## config.mk

```make
export PLATFORM = sky130hd
export DESIGN_NAME = uart_tx_loader_flat
export DESIGN_NICKNAME = d
export VERILOG_FILES = /design/src/rtl/uart_tx_loader_if.sv /design/src/rtl/uart_tx_loader.sv /design/src/flat_wrapper.sv
export SDC_FILE = /design/constraint.sdc
export NUM_CORES = 1
export LEC_CHECK = 0
export BUFFER_PORTS_ARGS = -buffer_cell sky130_fd_sc_hd__buf_2
export CORE_MARGIN = 2
export CORE_UTILIZATION = 50
export DETAILED_ROUTE_END_ITERATION = 10
export PLACE_DENSITY = 0.69
export SKIP_LAST_GASP = 1
export SLEW_MARGIN = 20
export SYNTH_ARGS = -nofsm -noshare
export SYNTH_HDL_FRONTEND = slang
export SYNTH_SLANG_ARGS = --single-unit
```

## constraint.sdc

```tcl
create_clock -name txclk -period 2.8 [get_ports txclk]
set_input_delay 0.7 -clock txclk [delete_from_list [all_inputs] [get_ports txclk]]
set_output_delay 0.7 -clock txclk [all_outputs]
set_load 0.005 [all_outputs]
```

## src/rtl/uart_tx_loader_if.sv

```systemverilog
// Bus between the byte producer / UART transmitter and uart_tx_loader.
// The master side is whatever drives the producer and UART inputs.
interface uart_tx_loader_if #(
  parameter int DEPTH  = 8,
  parameter int ADDR_W = 3
);
  logic              wr_en;
  logic [7:0]        wr_data;
  logic              enable;
  logic              tx_empty;
  logic              full;
  logic [ADDR_W:0]   count;
  logic              overflow;
  logic              busy;
  logic              ld_tx_data;
  logic [7:0]        tx_data;
  logic              tx_enable;

  modport master (
    output wr_en, wr_data, enable, tx_empty,
    input  full, count, overflow, busy, ld_tx_data, tx_data, tx_enable
  );

  modport slave (
    input  wr_en, wr_data, enable, tx_empty,
    output full, count, overflow, busy, ld_tx_data, tx_data, tx_enable
  );
endinterface

```

## src/rtl/uart_tx_loader.sv

```systemverilog
// Byte FIFO in front of the UART transmitter: pops one byte per idle UART,
// waiting for tx_empty to fall and rise again before the next load.
module uart_tx_loader #(
  parameter int DEPTH  = 8,
  parameter int ADDR_W = 3
) (
  input  logic            txclk,
  input  logic            reset,
  uart_tx_loader_if.slave bus
);
  typedef enum logic [1:0] {IDLE, LOAD, WAIT_BUSY, WAIT_DONE} state_e;

  state_e              state_q, state_d;
  logic [7:0]          mem_q [DEPTH];
  logic [ADDR_W-1:0]   rd_ptr_q, wr_ptr_q;
  logic [ADDR_W:0]     count_q, count_d;
  logic                overflow_q, tx_enable_q;
  logic [7:0]          tx_data_q;
  logic                full, pop, push, drop;

  assign full = (count_q == (ADDR_W+1)'(DEPTH));
  assign pop  = (state_q == IDLE) && (count_q != '0) && bus.enable && bus.tx_empty;
  // a pop frees a slot on the same edge, so a full FIFO can still take a byte
  assign push = bus.wr_en && (!full || pop);
  assign drop = bus.wr_en && full && !pop;

  always_comb begin
    count_d = count_q;
    case ({push, pop})
      2'b10:   count_d = count_q + (ADDR_W+1)'(1);
      2'b01:   count_d = count_q - (ADDR_W+1)'(1);
      default: count_d = count_q;
    endcase
  end

  always_comb begin
    state_d = state_q;
    case (state_q)
      IDLE:      if (pop) state_d = LOAD;
      LOAD:      state_d = WAIT_BUSY;
      WAIT_BUSY: if (!bus.tx_empty) state_d = WAIT_DONE;
      WAIT_DONE: if (bus.tx_empty) state_d = IDLE;
      default:   state_d = IDLE;
    endcase
  end

  always_ff @(posedge txclk) begin
    if (reset) begin
      state_q     <= IDLE;
      rd_ptr_q    <= '0;
      wr_ptr_q    <= '0;
      count_q     <= '0;
      overflow_q  <= 1'b0;
      tx_enable_q <= 1'b0;
      tx_data_q   <= 8'h00;
    end else begin
      state_q     <= state_d;
      count_q     <= count_d;
      tx_enable_q <= bus.enable;
      if (push) wr_ptr_q <= wr_ptr_q + ADDR_W'(1);
      if (pop) begin
        rd_ptr_q  <= rd_ptr_q + ADDR_W'(1);
        tx_data_q <= mem_q[rd_ptr_q];
      end
      if (drop) overflow_q <= 1'b1;
    end
  end

  // storage needs no reset; pointers and count define what is valid
  always_ff @(posedge txclk) begin
    if (push) mem_q[wr_ptr_q] <= bus.wr_data;
  end

  assign bus.full       = full;
  assign bus.count      = count_q;
  assign bus.overflow   = overflow_q;
  assign bus.busy       = (count_q != '0) || (state_q != IDLE);
  assign bus.ld_tx_data = (state_q == LOAD);
  assign bus.tx_data    = tx_data_q;
  assign bus.tx_enable  = tx_enable_q;
endmodule

```

## src/flat_wrapper.sv

```systemverilog
// flat-port wrapper written by rule: the top's interface ports become plain ports
module uart_tx_loader_flat 
#(
  parameter int DEPTH  = 8,
  parameter int ADDR_W = 3
)
  (txclk, reset, bus_wr_en, bus_wr_data, bus_enable, bus_tx_empty, bus_full, bus_count, bus_overflow, bus_busy, bus_ld_tx_data, bus_tx_data, bus_tx_enable);
  uart_tx_loader_if #(.DEPTH(DEPTH), .ADDR_W(ADDR_W)) bus_i ();
  input  logic txclk;
  input  logic reset;
  input wire logic [$bits(bus_i.wr_en)-1:0] bus_wr_en;
  input wire logic [$bits(bus_i.wr_data)-1:0] bus_wr_data;
  input wire logic [$bits(bus_i.enable)-1:0] bus_enable;
  input wire logic [$bits(bus_i.tx_empty)-1:0] bus_tx_empty;
  output wire logic [$bits(bus_i.full)-1:0] bus_full;
  output wire logic [$bits(bus_i.count)-1:0] bus_count;
  output wire logic [$bits(bus_i.overflow)-1:0] bus_overflow;
  output wire logic [$bits(bus_i.busy)-1:0] bus_busy;
  output wire logic [$bits(bus_i.ld_tx_data)-1:0] bus_ld_tx_data;
  output wire logic [$bits(bus_i.tx_data)-1:0] bus_tx_data;
  output wire logic [$bits(bus_i.tx_enable)-1:0] bus_tx_enable;
  assign bus_i.wr_en = bus_wr_en;
  assign bus_i.wr_data = bus_wr_data;
  assign bus_i.enable = bus_enable;
  assign bus_i.tx_empty = bus_tx_empty;
  assign bus_full = bus_i.full;
  assign bus_count = bus_i.count;
  assign bus_overflow = bus_i.overflow;
  assign bus_busy = bus_i.busy;
  assign bus_ld_tx_data = bus_i.ld_tx_data;
  assign bus_tx_data = bus_i.tx_data;
  assign bus_tx_enable = bus_i.tx_enable;
  uart_tx_loader #(.DEPTH(DEPTH), .ADDR_W(ADDR_W)) u_core (.txclk(txclk), .reset(reset), .bus(bus_i));
endmodule
```

* After elaboration in Yosys (flattened, before gate mapping)
Memories as Yosys holds them, arrays and structs flattened. A register that Yosys moved wholly into a read port is not among the register bits.
Cells that the tools add are included.
** Word-level totals
- Register bits after elaboration :: 14
- Output and inout port bits :: 17
- Input bits :: 13
- Memory bits (writable) :: 64
- Word-level logic and storage cells :: 42
- Memories kept :: 1
** Operators by class
- Muxes and demuxes :: 7
- $add $sub $neg :: 4
- Equal/unequal tests :: 9
- Reduce and logical (&&, ||, !) cells :: 15
** Memories
- u_core.mem_q :: words 8, width 8, rd ports 1, clocked after Yosys merged registers in 1, wr ports 1, RTL line uart_tx_loader.sv:14 : logic [7:0] mem_q [DEPTH];
** Operator list (number)
- 2-bit case mux with 4 select lines :: 1
- 4-bit case mux with 2 select lines :: 1
- 3-bit by 1-bit adder with 3-bit output, second input constant :: 2
- 2-bit equality test, second input constant :: 3
- 1-bit logical AND :: 6
- 2-bit two-way mux :: 3
- 4-bit by 1-bit adder with 4-bit output, second input constant :: 1
- 2-bit by 1-bit equality test with 1-bit output, second input constant :: 2
- 4-bit equality test, second input constant :: 1
- 2-bit inequality test, second input constant :: 2
- 2-bit nonzero test :: 2
- 4-bit nonzero test :: 1
- 4-bit by 1-bit subtractor with 4-bit output, second input constant :: 1
- 3-bit AND reduction :: 1
- 1-bit logical NOT :: 2
- 2-bit logical NOT :: 1
- 1-bit logical OR :: 2
- 1-bit two-way mux :: 2
- 2-bit by 1-bit inequality test with 1-bit output, second input constant :: 1

* Logic depth before layout (Yosys ltp)
Gate-level depths: netlist of run 1.
- Word-level depth :: 8
- Depth in mapped cells :: 10

* Least setup slack after synthesis of run 1
No wires, ideal clock.
- Path kind :: input to register
- Start point :: input bus_enable
- End point :: memory u_core.mem_q[0][0] (enable)
- Setup time :: 383 ps
- Arrival time :: 1976 ps
- Data required time :: 2417 ps
- Slack :: 440 ps
- Cell stages on the path :: 5
- Cells stage by stage :: and3_1 -> buf_2 -> o21ai_1 -> or2_1 -> nor3_1
** Between the ends
- Longest elaborated chain between the ends :: 6
** RTL lines
- start: declaration :: RTL line flat_wrapper.sv:13 : input wire logic [$bits(bus_i.enable)-1:0] bus_enable;
- 1-bit logical AND (2 in a row) :: RTL line uart_tx_loader.sv:22 : assign pop = (state_q == IDLE) && (count_q != '0) && bus.enable && bus.tx_empty;
- 1-bit logical OR :: RTL line uart_tx_loader.sv:24 : assign push = bus.wr_en && (!full || pop);
- 1-bit logical AND :: RTL line uart_tx_loader.sv:24
- 1-bit two-way mux :: RTL line uart_tx_loader.sv:71 : if (push) mem_q[wr_ptr_q] <= bus.wr_data;
- 1-bit two-way mux (not written as such) :: RTL line uart_tx_loader.sv:71
- end: declaration :: RTL line uart_tx_loader.sv:14
Every way passes these cells.

* Worst setup path in the final report of run 1
- Start point :: register u_core.state_q[0]
- End point :: register u_core.count_q[2], in the netlist u_core.bus.count[2]
** Between the ends
- Longest elaborated chain between the ends :: 8
- Elaborated cells between the ends (all ways) :: 10
- Classes of those cells :: 2 x eq/ne; 1 x mux; 7 x reduce/logical
** RTL lines
- start: declaration :: RTL line uart_tx_loader.sv:13 : state_e state_q, state_d;
- start signal: assignment :: RTL line uart_tx_loader.sv:57 : state_q <= state_d;
- 2-bit logical NOT * :: RTL line uart_tx_loader.sv:22
- 1-bit logical AND * (3 in a row) :: RTL line uart_tx_loader.sv:22
- 1-bit logical OR :: RTL line uart_tx_loader.sv:24
- 1-bit logical AND :: RTL line uart_tx_loader.sv:24
- 2-bit by 1-bit equality test with 1-bit output or 2-bit equality test (tied branches) :: RTL line uart_tx_loader.sv:29 : case ({push, pop})
- 4-bit case mux with 2 select lines or 2-bit nonzero test (tied branches)
- end signal: assignment :: RTL line uart_tx_loader.sv:58 : count_q <= count_d;
- end: declaration :: RTL line uart_tx_loader.sv:16 : logic [ADDR_W:0] count_q, count_d;
Every way passes the cells marked *; elsewhere a longest branch is shown, timed or not.
A chain may end at the register's enable or synchronous reset.

==> impl_results.md, run 1 <==
- Rel. slew slack: 0.6932
- Ratio of final minimum period to clock period: 0.8262
- Layout Nets: between 200 and 300
- Max rail drop VDD: 417.6 µV
- Seq pwr share: 0.532
- Unique masters post-synth: 42
- Hold Crit Class: reg -> reg
- Initial DRC Count: roughly 160
- Net Sw Power: 715.7 µW
- Synth Instances: 224
- Seq cells post-synth: 86
- DRT Wirelength: about 6200 µm
- Gr usage total: 0.1810
- Io pins: 30
- Post-synth design cell area: approximately 3500 µm²
- Synth warn: 0
- Pin count of the biggest net entering global routing: 25
- PwrDens: 694.0 nW/µm²
- Yosys top cell area share: 0.5537
- Core outline area: 6756 µm²
- Sequential area share after synthesis: 0.6806
- Min cycle time layout: 2.313 ns
- Max-slew violation count: 0
- Count of final hold-check violations: 0
- Dominant cells by area after synthesis: edfxtp_1 (55%), dfxtp_1 (13%), mux4_2 (10%)
- Area Overhead vs Synth: 14.78%
- Syn avg cell area: 15.49 µm²
- Leakage: 1.418 nW
- Max clock buf depth: 2
- DRC viols: 0
- Routed len/inst: 17.62 µm
- Htree depth: 3
- Crit path DAT: approximately 2.6 ns
- Vias in the first global route: roughly 1900
- Clock share of power: 0.315
- Clk sink count: 86
- Share of cells above drive strength 1: 0.2883
- Die X: 87.32 µm
- Worst setup path startpoint: u_core.state_q[0]
- Worst path bufs/invs: 1
- DR pass1 iterations: 4
- Crit path required time: 3.08 ns
- Global-route wire length before repair: 9915 µm
- Crit path launch type: flip-flop
- Postcts setup bufs: 0
- Fillers: 531
- DP Wirelength: roughly 4000 µm
- Logic pwr share: 0.153
- Crit-path leading delay family: simple AND/OR/NAND/NOR gates
- Routed via count: slightly below 2000
- Cells after DPL: approximately 340
- TritonCTS Buffers: 9
- Status: completed
- Clock slew at reported path FFs: 0.09 ns
- Worst-path fanout max: 5
- Max Freq: 0.4323 GHz
- TritonCTS clock tree: yes
- Top_reg_cell synth: edfxtp_1
- Gpl congestion: 0.7715
- Final TNS setup: 0 ns
- Asr flop ratio synth: 0
- Hold_sp: u_core.bus.overflow
- Cell Int Power: 2.049 mW
- Clock Latency Late Sink: 0.35 ns
- Die area: about 7600 µm²
- PortBufs: 29
- Cts hold-fix bufs: 0
- GRT overflow: 0
- Post-route ant nets: 0
- PostCTS Resize Cnt: 0
- Initial antenna violation count: 0
- Endpoints failing setup: 0
- Most frequent cells in the layout: edfxtp_1 (64), buf_2 (29), dfxtp_1 (22)
- Syn Nets: 245
- Crit path largest cell delay: 0.33 ns
- Switch share: 0.2589
- Leading area contributor after synthesis: edfxtp_1
- Setup crit end kind: flip-flop
- N_diodes: 0
- Clock root buffer: clkbuf_8
- Clock Skew: 0.01162 ns
- Max cap viols: 0
- Avg Vias per Cell: 5.588
- Number of flops mapped to enable cells by yosys: 64
- Slew @ Worst Pin: 0.4601 ns
- Worst reg2reg path startpoint: u_core.state_q[0]
- Chip height: 87.32 µm
- RSZ-0062 raised after global routing: no
- Initial core utilization: 0.5137
- Cell Chain, Critical Path: inv_1, ha_1, nand3_1, nor3_1, xor2_1, ha_1, nor3_1, mux2i_1, or3_1, a31oi_1
- # rows: 30
- Worst path slowest cell: dfxtp_1
- Fin cells: 354
- Critical setup path kind: reg -> reg
- Most common cell after layout, fill and taps aside: edfxtp_1
synthesized netlist by cell type, types with 4 or more instances:
library cell and count:
dfxtp_1 22, edfxtp_1 64, mux4_2 16, mux2i_1 4
o22ai_1 8, ha_1 8, inv_1 4, nand2_1 7
nand3_1 6, nor2_1 21, clkbuf_1 4, a21oi_1 4
nor3_1 14, buf_2 4, nand2b_1 4
cell type report:
type                       count  area (µm²)  share of cell area
clock buffer                   9       123.9             0.03109
clock inverter                 7       78.83             0.01979
inverter                       5       18.77            0.004711
multi-input combinational    123        1042              0.2616
sequential                    86        2362              0.5930
tap                           80       100.1             0.02513
timing repair buffer          44       257.7             0.06470
worst register-to-register path, stage by stage, from the launching register on:
cell and delay (ns):
dfxtp_1 0.33, inv_1 0.12, ha_1 0.24, nand3_1 0.12
nor3_1 0.33, xor2_1 0.12, ha_1 0.20, nor3_1 0.19
mux2i_1 0.14, or3_1 0.33, a31oi_1 0.13
power by group through the flow:
stage	Clock [mW]	Combinational, mW	Sequential [mW]
4_1_cts	0.894	0.429	1.47
3_3_place_gp	0	0.414	1.50
5_1_grt	0.946	0.477	1.48
3_5_place_dp	0	0.426	1.50
6_report	0.870	0.422	1.47
2_1_floorplan	0	0.291	1.49
layer usage:
metal | vias to the layer above | GRT usage | part of all wire
met4 | 0 | 0.08392 | 0.016
met1 | 973 | 0.2419 | 0.45
met5 | - | 0 | 0
li1 | 958 | - | -
met3 | 9 | 0.03318 | 0.032
met2 | 38 | 0.2893 | 0.51
worst paths after layout:
| check | end | slack [ns] | cells after the start |
|---|---|---|---|
| min reg2reg | u_core.bus.overflow | 0.47 | 2 |
| max | u_core.bus.count[2] | 0.49 | 10 |
| min | u_core.bus.overflow | 0.47 | 2 |
| max reg2reg | u_core.bus.count[2] | 0.49 | 10 |
metrics by stage:
step | hold slack (ns) | area, µm² | util | power (mW) | setup WS, ns
2_1_floorplan | 0.4605 | 3471 | - | 1.779 | 0.4404
3_3_place_gp | 0.4443 | 3781 | 0.5596 | 1.915 | 0.4687
3_5_place_dp | 0.4558 | 3781 | 0.5596 | 1.928 | 0.3865
4_1_cts | 0.4766 | 3984 | 0.5896 | 2.795 | 0.4762
5_1_grt | 0.5011 | 3984 | 0.5896 | 2.904 | 0.2608
6_report | 0.4716 | 3984 | 0.5896 | 2.765 | 0.4866
sequential cells by signal (all words and copies together), names as in the netlist:
| name | cells |
|---|---|
| u_core.bus.tx_data | 8 |
| u_core.mem_q | 64 |
| u_core.wr_ptr_q | 3 |
| u_core.bus.tx_enable | 1 |
| u_core.state_q | 2 |
| u_core.rd_ptr_q | 3 |
| u_core.bus.overflow | 1 |
| u_core.bus.count | 4 |
cells by family after synthesis:
group           share of synthesized area
simple gates                      0.09229
compound gates                    0.05047
buf+inv                           0.01910
fa+ha+maj                         0.02884
flops                              0.6806
xor+xnor                          0.01010
mux                                0.1186
Power figures use the tool's default switching activity.
==> run 2, diff against run 1 <==
--- a/config.mk
+++ b/config.mk
@@ -9,7 +9,7 @@
 export CORE_MARGIN = 2
 export CORE_UTILIZATION = 50
 export DETAILED_ROUTE_END_ITERATION = 10
-export PLACE_DENSITY = 0.69
+export PLACE_DENSITY = 0.71
 export SKIP_LAST_GASP = 1
 export SLEW_MARGIN = 20
 export SYNTH_ARGS = -nofsm -noshare
==> constraint.sdc (replaced) <==
create_clock -name txclk -period 2.1 [get_ports txclk]
set_input_delay 0.525 -clock txclk [delete_from_list [all_inputs] [get_ports txclk]]
set_output_delay 0.525 -clock txclk [all_outputs]
set_load 0.005 [all_outputs]
==> impl_results.md, run 2 (synthesis results as in run 1) <==
- Die area: 7624 µm² (unchanged)
- Htree depth: 3 (unchanged)
- Vias in the first global route: 1981 (+3.3%)
- Initial antenna violation count: 0 (unchanged)
- Post-route setup slack: 0.05482 ns (-0.4317 ns)
- Clock slew at reported path FFs: 0.09 ns (about the same)
- Max rail drop VDD: 561.2 µV (+34%)
- Endpoints failing setup: 0 (unchanged)
- DRT Wirelength: 6324 µm (+1.4%)
- PwrDens: 906.0 nW/µm² (+31%)
- Gr usage total: 0.1811 (about the same)
- Top reg by flops: u_core.mem_q
- TritonCTS Buffers: 9 (unchanged)
- # rows: 30 (unchanged)
- Worst path depth: 4 (-6)
- Hold_sp: bus_wr_data[6]
- Clock Skew: 0.01054 ns (-0.001082 ns)
- Critical setup path kind: reg -> out
- Final design utilization: 0.6165 (+0.02685)
- Clk sink count: 86 (unchanged)
- Post-DP Area: 3916 µm² (+3.6%)
- Worst reg2reg path startpoint: u_core.state_q[0]
- Clock root buffer: clkbuf_8
- Clock Latency Late Sink: 0.34 ns (about the same)
- Rel. slew slack: 0.4260 (-0.2672)
- Worst path slowest cell: or4b_4
- Max Freq: ~0.5 GHz
- Initial core utilization: 0.5137 (unchanged)
- GRT overflow: 0 (unchanged)
- Setup crit end kind: output port
- Fin area: 4165 µm² (+4.6%)
- Core outline area: 6756 µm² (unchanged)
- Crit path largest cell delay: 0.55 ns (+0.22 ns)
- Area Overhead vs Synth: 20.01%
- End of the worst hold path: u_core.mem_q[4][6]
- Max cap viols: 0 (unchanged)
- Layout Nets: 306 (+5.5%)
- Avg Vias per Cell: 5.554 (-0.60%)
- DP Wirelength: 4283 µm (+6.0%)
- Most common cell after layout, fill and taps aside: edfxtp_1
- Crit path launch type: flip-flop
- Gpl congestion: 0.7729 (+0.18%)
- Worst R2R Setup Slack: 0.08 ns (-0.41 ns)
- Worst path bufs/invs: 3 (+2)
- Post-route ant nets: 0 (unchanged)
- Pin count of the biggest net entering global routing: 25 (unchanged)
- Worst R2R End: u_core.mem_q[5][3]
- Most frequent cells in the layout: edfxtp_1 (64), buf_2 (29), buf_4 (29)
- Crit-path leading delay family: simple AND/OR/NAND/NOR gates
- Hold Path Stages: 1 (-1)
- TritonCTS clock tree: yes
- Initial DRC Count: 142 (-9.0%)
- Io pins: 30 (unchanged)
- Hold Crit Class: in -> reg
- Crit path DAT: 1.52 ns (-1.07 ns)
- Max clock buf depth: 2 (unchanged)
- Cell Chain, Critical Path: or4b_4, buf_6, inv_2, buf_2
- Crit path required time: 1.57 ns (-1.51 ns)
- Largest register FFs: 64 (unchanged)
- N_diodes: 0 (unchanged)
- Min cycle time layout: 2.045 ns
- DR pass1 iterations: 4 (unchanged)
- Place WS: -0.01923 ns (-0.4057 ns)
- Worst-path fanout max: 4 (-1)
- R2R depth: 5 (-5)
- Die X: 87.32 µm (unchanged)
- PortBufs: 29 (unchanged)
- Leakage: 1.504 nW (+6.0%)
- Routed via count: 2055 (+3.9%)
- Status: completed
- Max-slew violation count: 0 (unchanged)
- Chip height: 87.32 µm (unchanged)
- Share of cells above drive strength 1: 0.3759 (+0.08754)
- Ratio of final minimum period to clock period: 0.9739
- Slew @ Worst Pin: 0.8578 ns (+0.3977 ns)
- RSZ-0062 raised after global routing: yes
- Routed len/inst: 17.09 µm (-3.0%)
- Count of final hold-check violations: 0 (unchanged)
- DRC viols: 0 (unchanged)
- Global-route wire length before repair: 10040 µm (+1.3%)
==> run 2: power by group <==
part	internal, mW	leakage, nW	switching, mW
logic	0.353	0.648	0.346
registers	1.90	0.763	0.0425
clock network	0.558	0.0931	0.570
==> run 2: timing repair <==
| item | CTS | global route |
|---|---|---|
| pin swaps | 0 | 4 |
| setup endpoints to repair | 1 | 41 |
| resized for setup | 2 | 13 |
| hold buffers | 0 | 0 |
| buffers inserted | 0 | 1 |
==> run 2: worst max-delay path by stage <==
stage	startpoint	to	slack (ns)
2_1_floorplan	u_core.state_q[0]	u_core.bus.count[2]	0.01
3_3_place_gp	bus_enable	u_core.mem_q[4][6]	0.03
3_5_place_dp	bus_enable	u_core.bus.count[2]	-0.02
4_1_cts	u_core.bus.count[0]	bus_full	0.001
5_1_grt	u_core.state_q[0]	u_core.bus.count[2]	-0.06
6_report	u_core.bus.count[2]	bus_full	0.05
==> run 2: routing by layer <==
metal	vias to the layer above	wire length [µm]	global-route usage	part of all wire
met2	50	3056	0.2872	0.48
met5	-	0	0	0
met4	0	111	0.07972	0.018
met1	1002	2865	0.2450	0.45
met3	10	291	0.03412	0.046
li1	993	-	-	-
==> run 2: layout make-up <==
| cell class | count | area (µm²) |
|---|---|---|
| Fill cell | 516 | 2591 |
| Tap cell | 80 | 100.1 |
| Inverter | 5 | 18.77 |
| Sequential cell | 86 | 2370 |
| Multi-Input combinational cell | 123 | 1084 |
| Clock buffer | 10 | 127.6 |
| Timing Repair Buffer | 60 | 394.1 |
| Clock inverter | 6 | 71.32 |
==> run 2: per-stage QoR <==
step / hold WS, ns / power [mW] / TNS [ns] / std cells
5_1_grt: 0.4368 / 3.958 / -0.6224 / 370
3_5_place_dp: 0.4662 / 2.664 / -0.01923 / 353
2_1_floorplan: 0.4605 / 2.375 / 0 / 224
3_3_place_gp: 0.4445 / 2.651 / 0 / 353
6_report: 0.4372 / 3.774 / 0 / 370
4_1_cts: 0.4193 / 3.791 / 0 / 369
==> run 3, diff against run 2 <==
--- a/config.mk
+++ b/config.mk
@@ -10,6 +10,7 @@
 export CORE_UTILIZATION = 50
 export DETAILED_ROUTE_END_ITERATION = 10
 export PLACE_DENSITY = 0.71
+export RECOVER_POWER = 25
 export SKIP_LAST_GASP = 1
 export SLEW_MARGIN = 20
 export SYNTH_ARGS = -nofsm -noshare
==> impl_results.md, run 3 (synthesis results as in run 1) <==
- Ratio of final minimum period to clock period: 0.9741 (about the same)
- Footprint of the multi-input gates: 1084 µm² (unchanged)
- Worst-path fanout max: 4 (unchanged)
- Max rail drop VDD: 561.3 µV (about the same)
- Crit path required time: 1.57 ns (about the same)
- Die X: 87.32 µm (unchanged)
- Max Freq: 0.4888 GHz (about the same)
- Htree depth: 3 (unchanged)
- Pin count of the biggest net entering global routing: 25 (unchanged)
- Post-route ant nets: 0 (unchanged)
- Clock Skew: 0.01083 ns (+0.0002932 ns)
- Design Power: 3.773 mW (about the same)
- Hold_ws: 0.4676 ns (+0.03046 ns)
- Crit path launch type: flip-flop
- Most common cell after layout, fill and taps aside: edfxtp_1
- Slew @ Worst Pin: 0.8585 ns (+0.0007096 ns)
- TritonCTS clock tree: yes
- Fin cells: 370 (unchanged)
- Endpoints failing setup: 0 (unchanged)
- GRT overflow: 0 (unchanged)
- Rel. slew slack: 0.4255 (-0.0004750)
- Largest register FFs: 64 (unchanged)
- Count of final hold-check violations: 0 (unchanged)
- PortBufs: 29 (unchanged)
- Clk sink count: 86 (unchanged)
- Gr usage total: 0.1811 (unchanged)
- # rows: 30 (unchanged)
- Cts hold-fix bufs: 0 (unchanged)
- Final TNS setup: 0 ns (unchanged)
- Vias in the first global route: 1981 (unchanged)
- Initial core utilization: 0.5137 (unchanged)
- Clock root buffer: clkbuf_8
- DP Wirelength: 4283 µm (unchanged)
- Io pins: 30 (unchanged)
- Crit path DAT: 1.52 ns (about the same)
- Avg Vias per Cell: 5.573 (+0.34%)
- Die area: 7624 µm² (unchanged)
- Area Overhead vs Synth: 19.79%
- Layout Nets: 306 (unchanged)
- N_diodes: 0 (unchanged)
- Hold Crit Class: in -> reg
- Min cycle time layout: 2.046 ns (+0.0004892 ns)
- Initial DRC Count: 137 (-3.5%)
- Max cap viols: 0 (unchanged)
- PwrDens: 907.5 nW/µm² (+0.17%)
- Fillers: 518 (+0.39%)
- Max clock buf depth: 2 (unchanged)
- Gpl congestion: 0.7729 (unchanged)
- DR pass1 iterations: 4 (unchanged)
- Status: completed
- DRT Wirelength: 6325 µm (about the same)
- Critical setup path kind: reg -> out
- Top reg by flops: u_core.mem_q
- RSZ-0062 raised after global routing: yes
- DRC viols: 0 (unchanged)
- Clock Latency Late Sink: 0.34 ns (about the same)
- Leakage: 1.487 nW (-1.1%)
- Global-route wire length before repair: 10040 µm (unchanged)
- Share of cells above drive strength 1: 0.3552 (-0.02069)
- Max-slew violation count: 0 (unchanged)
- Routed via count: 2062 (+0.34%)
- Cells after DPL: 353 (unchanged)
- Initial antenna violation count: 0 (unchanged)
- TritonCTS Buffers: 9 (unchanged)
- Final design utilization: 0.6154 (-0.001111)
- Clock slew at reported path FFs: 0.09 ns (about the same)
- Register area: 2370 µm² (unchanged)
- Chip height: 87.32 µm (unchanged)
- Setup crit end kind: output port
- Routed len/inst: 17.09 µm (about the same)
- Core outline area: 6756 µm² (unchanged)
- Most frequent cells in the layout: edfxtp_1 (64), buf_4 (29), buf_2 (23)
==> run 3: cell count changes in the layout (fill, tap and decap cells not counted), sizes merged <==
cell	change
clkbuf	+6
buf	-6
==> run 3: final timing paths <==
| kind | cells past startpoint | startpoint | to | slack, ns |
|---|---|---|---|---|
| setup reg to reg | 5 | u_core.state_q[0] | u_core.mem_q[5][3] | 0.08 |
| hold / removal | 1 | bus_wr_data[3] | u_core.mem_q[6][3] | 0.47 |
| hold reg to reg | 2 | u_core.bus.overflow | u_core.bus.overflow | 0.49 |
| setup / recovery | 4 | u_core.bus.count[2] | bus_full | 0.05 |
==> run 3: area by class of cell <==
cell class | instances | share of cell area
Timing Repair Buffer | 60 | 0.09299
Inverter | 5 | 0.004514
Clock inverter | 6 | 0.01715
Sequential cell | 86 | 0.5700
Tap cell | 80 | 0.02407
Multi-Input combinational cell | 123 | 0.2606
Clock buffer | 10 | 0.03070
==> run 3: worst max-delay path, stage by stage (launching register included) <==
cell     delay, ns
dfxtp_2       0.34
or4b_4        0.55
buf_6         0.14
inv_2         0.04
buf_2         0.10
==> run 3: power by group <==
part | internal, mW | switching, mW | total, mW
clock | 0.558 | 0.572 | 1.13
sequential | 1.90 | 0.0424 | 1.95
combinational | 0.351 | 0.345 | 0.696
==> run 3: metrics by stage <==
stage	setup WS (ns)	instance area, µm²
5_1_grt	-0.05660	4158
6_report	0.05433	4158
3_3_place_gp	0.02925	3916
2_1_floorplan	0.01387	3481
3_5_place_dp	-0.01923	3916
4_1_cts	0.001082	4118
==> run 3: timing repair <==
item | 4_1_cts | 5_1_grt
endpoints found under the setup margin | 1 | 41
resized for setup | 2 | 13
pin swaps | 0 | 4
buffers inserted | 0 | 1
==> run 3: routing by layer <==
layer | track usage | part of all wire | vias to the layer above
met1 | 0.2450 | 0.45 | 1004
li1 | - | - | 994
met2 | 0.2872 | 0.48 | 54
met4 | 0.07972 | 0.018 | 0
met3 | 0.03412 | 0.051 | 10
met5 | 0 | 0 | -
